## config.mk

```make
export PLATFORM = sky130hd
export DESIGN_NAME = vending_fsm_ctrl
export DESIGN_NICKNAME = d
export VERILOG_FILES = /design/src/rtl/vending_fsm_ctrl.sv
export SDC_FILE = /design/constraint.sdc
export NUM_CORES = 1
export LEC_CHECK = 0
export ABC_AREA = 1
export BUFFER_PORTS_ARGS = -buffer_cell sky130_fd_sc_hd__buf_2
export CORE_ASPECT_RATIO = 0.6
export CORE_MARGIN = 2
export CORE_UTILIZATION = 46
export DETAILED_ROUTE_END_ITERATION = 6
export PLACE_DENSITY = 0.79
export SLEW_MARGIN = 0
export SYNTH_ARGS = -nofsm -noshare
export SYNTH_HDL_FRONTEND = slang
export SYNTH_SLANG_ARGS = --single-unit
```

## constraint.sdc

```tcl
create_clock -name Clk -period 2 [get_ports Clk]
set_input_delay 0 -clock Clk [delete_from_list [all_inputs] [get_ports Clk]]
set_output_delay 0 -clock Clk [all_outputs]
set_load 0.02 [all_outputs]
```

## src/rtl/vending_fsm_ctrl.sv

```systemverilog
// Vending controller: coin credit accumulation, one-hot vend pulse, change handshake, error flags.
// Optional idle auto-cancel in CREDIT is enabled by defining VM_TIMEOUT_EN.
module vending_fsm_ctrl #(
    parameter int unsigned NUM_ITEMS   = 2,
    parameter int unsigned CREDIT_W    = 8,
    parameter int unsigned COIN_W      = 4,
    parameter logic [NUM_ITEMS*CREDIT_W-1:0] PRICE_LIST = {8'd15, 8'd10},
    parameter int unsigned MAX_CREDIT  = 50,
    parameter int unsigned TIMEOUT_CYC = 1000
) (
    input  logic                 Clk,
    input  logic                 RstN,
    input  logic                 CoinValid,
    input  logic [COIN_W-1:0]    CoinValue,
    input  logic [NUM_ITEMS-1:0] Select,
    input  logic                 Cancel,
    input  logic [NUM_ITEMS-1:0] Stock,
    input  logic                 ChangeAck,
    output logic [NUM_ITEMS-1:0] Vend,
    output logic                 CoinReject,
    output logic                 ChangeValid,
    output logic [CREDIT_W-1:0]  ChangeAmt,
    output logic [CREDIT_W-1:0]  Credit,
    output logic                 Error,
    output logic [2:0]           ErrCode,
    output logic                 Busy
);

    localparam int unsigned SUM_W = CREDIT_W + 1;

    localparam logic [2:0] ERR_INSUFF   = 3'd1;
    localparam logic [2:0] ERR_SOLDOUT  = 3'd2;
    localparam logic [2:0] ERR_MULTI    = 3'd3;
    localparam logic [2:0] ERR_OVERFLOW = 3'd4;
`ifdef VM_TIMEOUT_EN
    localparam logic [2:0] ERR_TIMEOUT  = 3'd5;
    localparam int unsigned TMR_W = (TIMEOUT_CYC > 1) ? $clog2(TIMEOUT_CYC) : 1;
`endif

    typedef enum logic [1:0] {
        ST_IDLE   = 2'd0,
        ST_CREDIT = 2'd1,
        ST_VEND   = 2'd2,
        ST_CHANGE = 2'd3
    } state_t;

    state_t                r_state;
    logic [NUM_ITEMS-1:0]  r_vend;
    logic                  r_coin_reject;
    logic                  r_change_valid;
    logic [CREDIT_W-1:0]   r_change_amt;
    logic [CREDIT_W-1:0]   r_credit;
    logic                  r_error;
    logic [2:0]            r_err_code;
    logic                  r_busy;

    logic [CREDIT_W-1:0]   w_price;
    logic                  w_sel_any;
    logic                  w_sel_multi;
    logic                  w_in_stock;
    logic [SUM_W-1:0]      w_coin_sum;
    logic                  w_coin_fits;
    logic                  w_coin_nonzero;

    // Price of the selected item; only meaningful when Select is one-hot.
    always_comb begin
        w_price = '0;
        for (int i = 0; i < int'(NUM_ITEMS); i++) begin
            if (Select[i]) begin
                w_price = w_price | PRICE_LIST[i*CREDIT_W +: CREDIT_W];
            end
        end
    end

    assign w_sel_any      = |Select;
    assign w_sel_multi    = (Select & (Select - NUM_ITEMS'(1))) != '0;
    assign w_in_stock     = |(Select & Stock);
    assign w_coin_sum     = {1'b0, r_credit} + SUM_W'(CoinValue);
    assign w_coin_fits    = w_coin_sum <= SUM_W'(MAX_CREDIT);
    assign w_coin_nonzero = CoinValue != '0;

`ifdef VM_TIMEOUT_EN
    logic [TMR_W-1:0] r_timer;
`else
    logic w_unused_timeout;
    assign w_unused_timeout = (TIMEOUT_CYC == 0);
`endif

    always_ff @(posedge Clk) begin
        if (!RstN) begin
            r_state        <= ST_IDLE;
            r_vend         <= '0;
            r_coin_reject  <= 1'b0;
            r_change_valid <= 1'b0;
            r_change_amt   <= '0;
            r_credit       <= '0;
            r_error        <= 1'b0;
            r_err_code     <= 3'd0;
            r_busy         <= 1'b0;
`ifdef VM_TIMEOUT_EN
            r_timer        <= '0;
`endif
        end else begin
            r_vend        <= '0;
            r_coin_reject <= 1'b0;
            r_error       <= 1'b0;
            r_err_code    <= 3'd0;
`ifdef VM_TIMEOUT_EN
            r_timer       <= '0;
`endif
            case (r_state)
                ST_IDLE: begin
                    r_busy <= 1'b0;
                    if (w_sel_any) begin
                        r_error       <= 1'b1;
                        r_err_code    <= w_sel_multi ? ERR_MULTI : ERR_INSUFF;
                        r_coin_reject <= CoinValid && w_coin_nonzero;
                    end else if (CoinValid && w_coin_nonzero) begin
                        if (w_coin_fits) begin
                            r_credit <= w_coin_sum[CREDIT_W-1:0];
                            r_state  <= ST_CREDIT;
                        end else begin
                            r_coin_reject <= 1'b1;
                            r_error       <= 1'b1;
                            r_err_code    <= ERR_OVERFLOW;
                        end
                    end
                end
                ST_CREDIT: begin
                    // Priority: Cancel > Select > Coin.
                    if (Cancel) begin
                        r_coin_reject  <= CoinValid;
                        r_change_valid <= 1'b1;
                        r_change_amt   <= r_credit;
                        r_busy         <= 1'b1;
                        r_state        <= ST_CHANGE;
                    end else if (w_sel_any) begin
                        r_coin_reject <= CoinValid;
                        if (w_sel_multi) begin
                            r_error    <= 1'b1;
                            r_err_code <= ERR_MULTI;
                        end else if (!w_in_stock) begin
                            r_error    <= 1'b1;
                            r_err_code <= ERR_SOLDOUT;
                        end else if (r_credit < w_price) begin
                            r_error    <= 1'b1;
                            r_err_code <= ERR_INSUFF;
                        end else begin
                            r_vend   <= Select;
                            r_credit <= r_credit - w_price;
                            r_busy   <= 1'b1;
                            r_state  <= ST_VEND;
                        end
                    end else if (CoinValid) begin
                        if (w_coin_fits) begin
                            r_credit <= w_coin_sum[CREDIT_W-1:0];
                        end else begin
                            r_coin_reject <= 1'b1;
                            r_error       <= 1'b1;
                            r_err_code    <= ERR_OVERFLOW;
                        end
`ifdef VM_TIMEOUT_EN
                    end else if (r_timer == TMR_W'(TIMEOUT_CYC - 1)) begin
                        r_error        <= 1'b1;
                        r_err_code     <= ERR_TIMEOUT;
                        r_change_valid <= 1'b1;
                        r_change_amt   <= r_credit;
                        r_busy         <= 1'b1;
                        r_state        <= ST_CHANGE;
                    end else begin
                        r_timer <= r_timer + TMR_W'(1);
`endif
                    end
                end
                ST_VEND: begin
                    r_coin_reject <= CoinValid;
                    if (r_credit != '0) begin
                        r_change_valid <= 1'b1;
                        r_change_amt   <= r_credit;
                        r_busy         <= 1'b1;
                        r_state        <= ST_CHANGE;
                    end else begin
                        r_busy  <= 1'b0;
                        r_state <= ST_IDLE;
                    end
                end
                ST_CHANGE: begin
                    r_coin_reject <= CoinValid;
                    if (ChangeAck) begin
                        r_credit       <= '0;
                        r_change_valid <= 1'b0;
                        r_change_amt   <= '0;
                        r_busy         <= 1'b0;
                        r_state        <= ST_IDLE;
                    end
                end
                default: r_state <= ST_IDLE;
            endcase
        end
    end

    assign Vend        = r_vend;
    assign CoinReject  = r_coin_reject;
    assign ChangeValid = r_change_valid;
    assign ChangeAmt   = r_change_amt;
    assign Credit      = r_credit;
    assign Error       = r_error;
    assign ErrCode     = r_err_code;
    assign Busy        = r_busy;

endmodule

```

==> results.tsv <==
stage	metric	value	unit
synthesis	synth unique cells	36	
timing	Slew Viols, Final	0	
drt	Initial DRC Count	184	
synthesis	Post-Syn Nets	355	
timing	RSZ-0062 raised after global routing	yes	
grt	met2 Usage GRT	47.5	%
worst_setup_path	cells along the critical path	ha_4, inv_2, fa_2, inv_2, nand3_1, nand2_2, nand3_2, a21oi_4, buf_6, nand2_8, nand2_4, nand3_4, nand2_2, nand2_1, nor2_1	
synthesis	Mapped Avg Cell Area	6.51	µm²
timing	final setup TNS	-1.05	ns
place	dpl hpwl	4750	µm
synthesis	async set-reset flop share out of synthesis	0	%
floorplanning	Starting Density	47.3	%
worst_setup_path	CP Launch Type	register	
synthesis	synth warn	0	
clock_tree	H-tree Lvls	1	
floorplanning	I/O pin count	38	
clock_tree	worst skew pair latency	0.28	ns
clock_tree	Root Buffer	clkbuf_8	
timing	Worst-Margin Slew	0.572	ns
place	GP Congestion	0.954	
place	Placed Cells	443	
final_layout	area growth from synthesis to layout	35.9	%
clock_tree	Max Root-Sink Buffers	2	
timing	Setup Skew	0.00456	ns
synthesis	sequential fraction of the synthesis area	25.3	%
drt	via/cell ratio	5.35	
pwr	maximum vdd ir drop	0.663	mV
final_layout	Filler cells	384	
grt	GR peak layer	met2	
clock_tree	CTS tree	yes	
pwr	power per cell area	1300	mW/mm²
drt	drt pass-1 iters	4	
floorplanning	Core Region	0.00452	mm²
drt	DRT Wirelength	6810	µm
job	Max Cap Viol	0	
clock_tree	Reg clk slew, reported paths	0.10	ns
worst_setup_path	critical path class	register to register	
worst_setup_path	Worst path slowest cell	dfxtp_4	
final_layout	# diodes	0	
synthesis	Post-synth EDFFs	0	
min_path	HP Class	primary input to register	
synthesis	Synth Flop Type	dfxtp_1	
synthesis	Synth top area share	25.3	%
clock_tree	cts bufs inserted	3	
timing	Fmax	470	MHz
outcome	violated checks	negative setup slack	
timing	setup ws final	-0.126	ns
clock_tree	clk sinks	27	
floorplanning	die area	0.00522	mm²
timing	hold slack	0.0109	ns
synthesis	Synth top cells by count	96 x nand2_1, 37 x inv_1, 29 x a21oi_1	
grt	total global routing overflow	0	
worst_setup_path	CP Max Fanout	7	
floorplanning	die height	56.8	µm
grt	met1 GRT Util	35.7	%
timing	Final Hold Fails	0	
drt	wire per inst	14.9	µm
drt	Remaining DRCs	0	
synthesis	cell area after synthesis	0.00214	mm²
synthesis	Synth Register Bits	27	
synthesis	Area contributors post-synth	dfxtp_1 25%, nand2_1 17%, ha_1 7.0%	
grt	pin count of the biggest net entering global routing	20	
grt	first-pass GRT wire length	11200	µm
worst_setup_path	Setup crit end kind	register	
timing	setup violators final	13	
place	number of buffers added on ports	37	
grt	met3 track demand over resource	5.77	%
pwr	Lkg Pwr	1.44	nW
worst_setup_path	CP Data Arrival Time	2.35	ns
final_layout	nets@finish	421	
drt	vias post-DR	2440	
final_layout	flip-flop and latch area	549	µm²
floorplanning	die extent in x	92.0	µm
timing	period utilisation layout	106	%
final_layout	proportion of layout cells with a drive suffix above 1	38.7	%
final_layout	Non-Filler Instances	456	
outcome	status	finished with violations	
timing	Tmin final	2.13	ns
synthesis	Yosys top cell by area	dfxtp_1	
synthesis	top-count cell post-synth	nand2_1	
drt	final antenna-violating net count	0	
final_layout	multi-input logic area	0.00156	mm²
synthesis	synthesized instance count	328	
grt	vias in the first global route	2322	
floorplanning	Std-Cell Rows	19	
worst_setup_path	Worst EP required	2.22	ns
grt	initial antenna violation count	0	
timing	worst rel slew slack	61.6	%
grt	GRT Total Usage	27.4	%
worst_setup_path	CP peak stage delay	0.39	ns
==> cells in the final DEF, fill, tap and decap left out, drive strengths merged <==
master       instances
nand2              105
buf                 70
inv                 45
a21oi               36
nand3               34
nor2                30
dfxtp               27
o21ai               15
ha                  12
clkbuf               3
xor2                 3
nand4                3
fa                   2
xnor2                1
a22o                 1
clkinv               1
a2bb2oi              1
o211ai               1
o22ai                1
and2                 1
dlygate4sd3          1
==> registers in the layout, summed over array words and instances, names as in the netlist <==
signal       count
Busy             1
ChangeAmt        8
ChangeValid      1
CoinReject       1
ErrCode          3
r_state          2
Credit           8
Error            1
Vend             2
==> final timing paths <==
kind,from,to,slack (ns),cells after the start
max,Credit[0],r_state[0],-0.13,15
max reg2reg,Credit[0],r_state[0],-0.13,15
min,RstN,Credit[0],0.01,3
min reg2reg,ChangeAmt[6],ChangeAmt[6],0.46,2
==> power by group <==
part / leakage, nW / total [W] / internal [W] / switching, W
combinational: 1.19 / 0.00267 / 0.00111 / 0.00156
sequential: 0.222 / 0.000763 / 0.000656 / 0.000107
clock: 0.0260 / 0.000331 / 0.000143 / 0.000187
total: 1.44 / 0.00377 / 0.00191 / 0.00186
==> layout make-up <==
type / count / area share, %
clock buffers: 3 / 1.42
multi-input cells: 246 / 53.8
flip-flops and latches: 27 / 18.9
well taps: 63 / 2.72
clock inverters: 1 / 0.216
inverters: 45 / 5.82
repair buffers: 71 / 17.1
==> routing by layer <==
metal	vias up	wire, µm
met4	0	22
met2	118	3190
met1	1141	2980
met3	5	614
li1	1176	-
met5	-	0
==> metrics by stage <==
step	area, µm²	util [%]	setup slack [ns]	power [W]
after floorplan	2170	-	0.00388	0.00225
after global placement	2580	57.1	-0.150	0.00289
after detailed placement	2580	57.1	-0.173	0.00294
after CTS	2890	63.9	-0.0473	0.00364
after global routing	2900	64.2	-0.207	0.00403
final	2900	64.2	-0.126	0.00377
==> timing repair <==
item                       4_1_cts  5_1_grt
gates cloned                     2        0
setup endpoints to repair       14       18
gates resized for setup         38        7
hold buffers                     1        0
buffers inserted                 6        0
pin swaps                       14        7
hold endpoints to repair         1        0
==> logic make-up (layout without fill, tap and decap cells) <==
logic type	Yosys count	in the layout	synth area share, %
buffers and inverters	56	120	10.9
adder cells (fa/ha/maj)	14	14	8.90
XOR/XNOR	4	4	1.99
AO/OA/AOI/OAI	55	55	15.8
flip-flops	27	27	25.3
AND/OR/NAND/NOR	172	173	37.1
==> worst max-delay path, delay by kind of cell, from the launching register on <==
| family | cells | cell delay, ns |
|---|---|---|
| and+or+nand+nor | 9 | 0.70 |
| AOI/OAI and AO/OA | 1 | 0.18 |
| buffers and inverters | 3 | 0.27 |
| DFF | 1 | 0.39 |
| adders and majority gates | 2 | 0.51 |
Note: power is estimated with default switching activity, not from simulation.
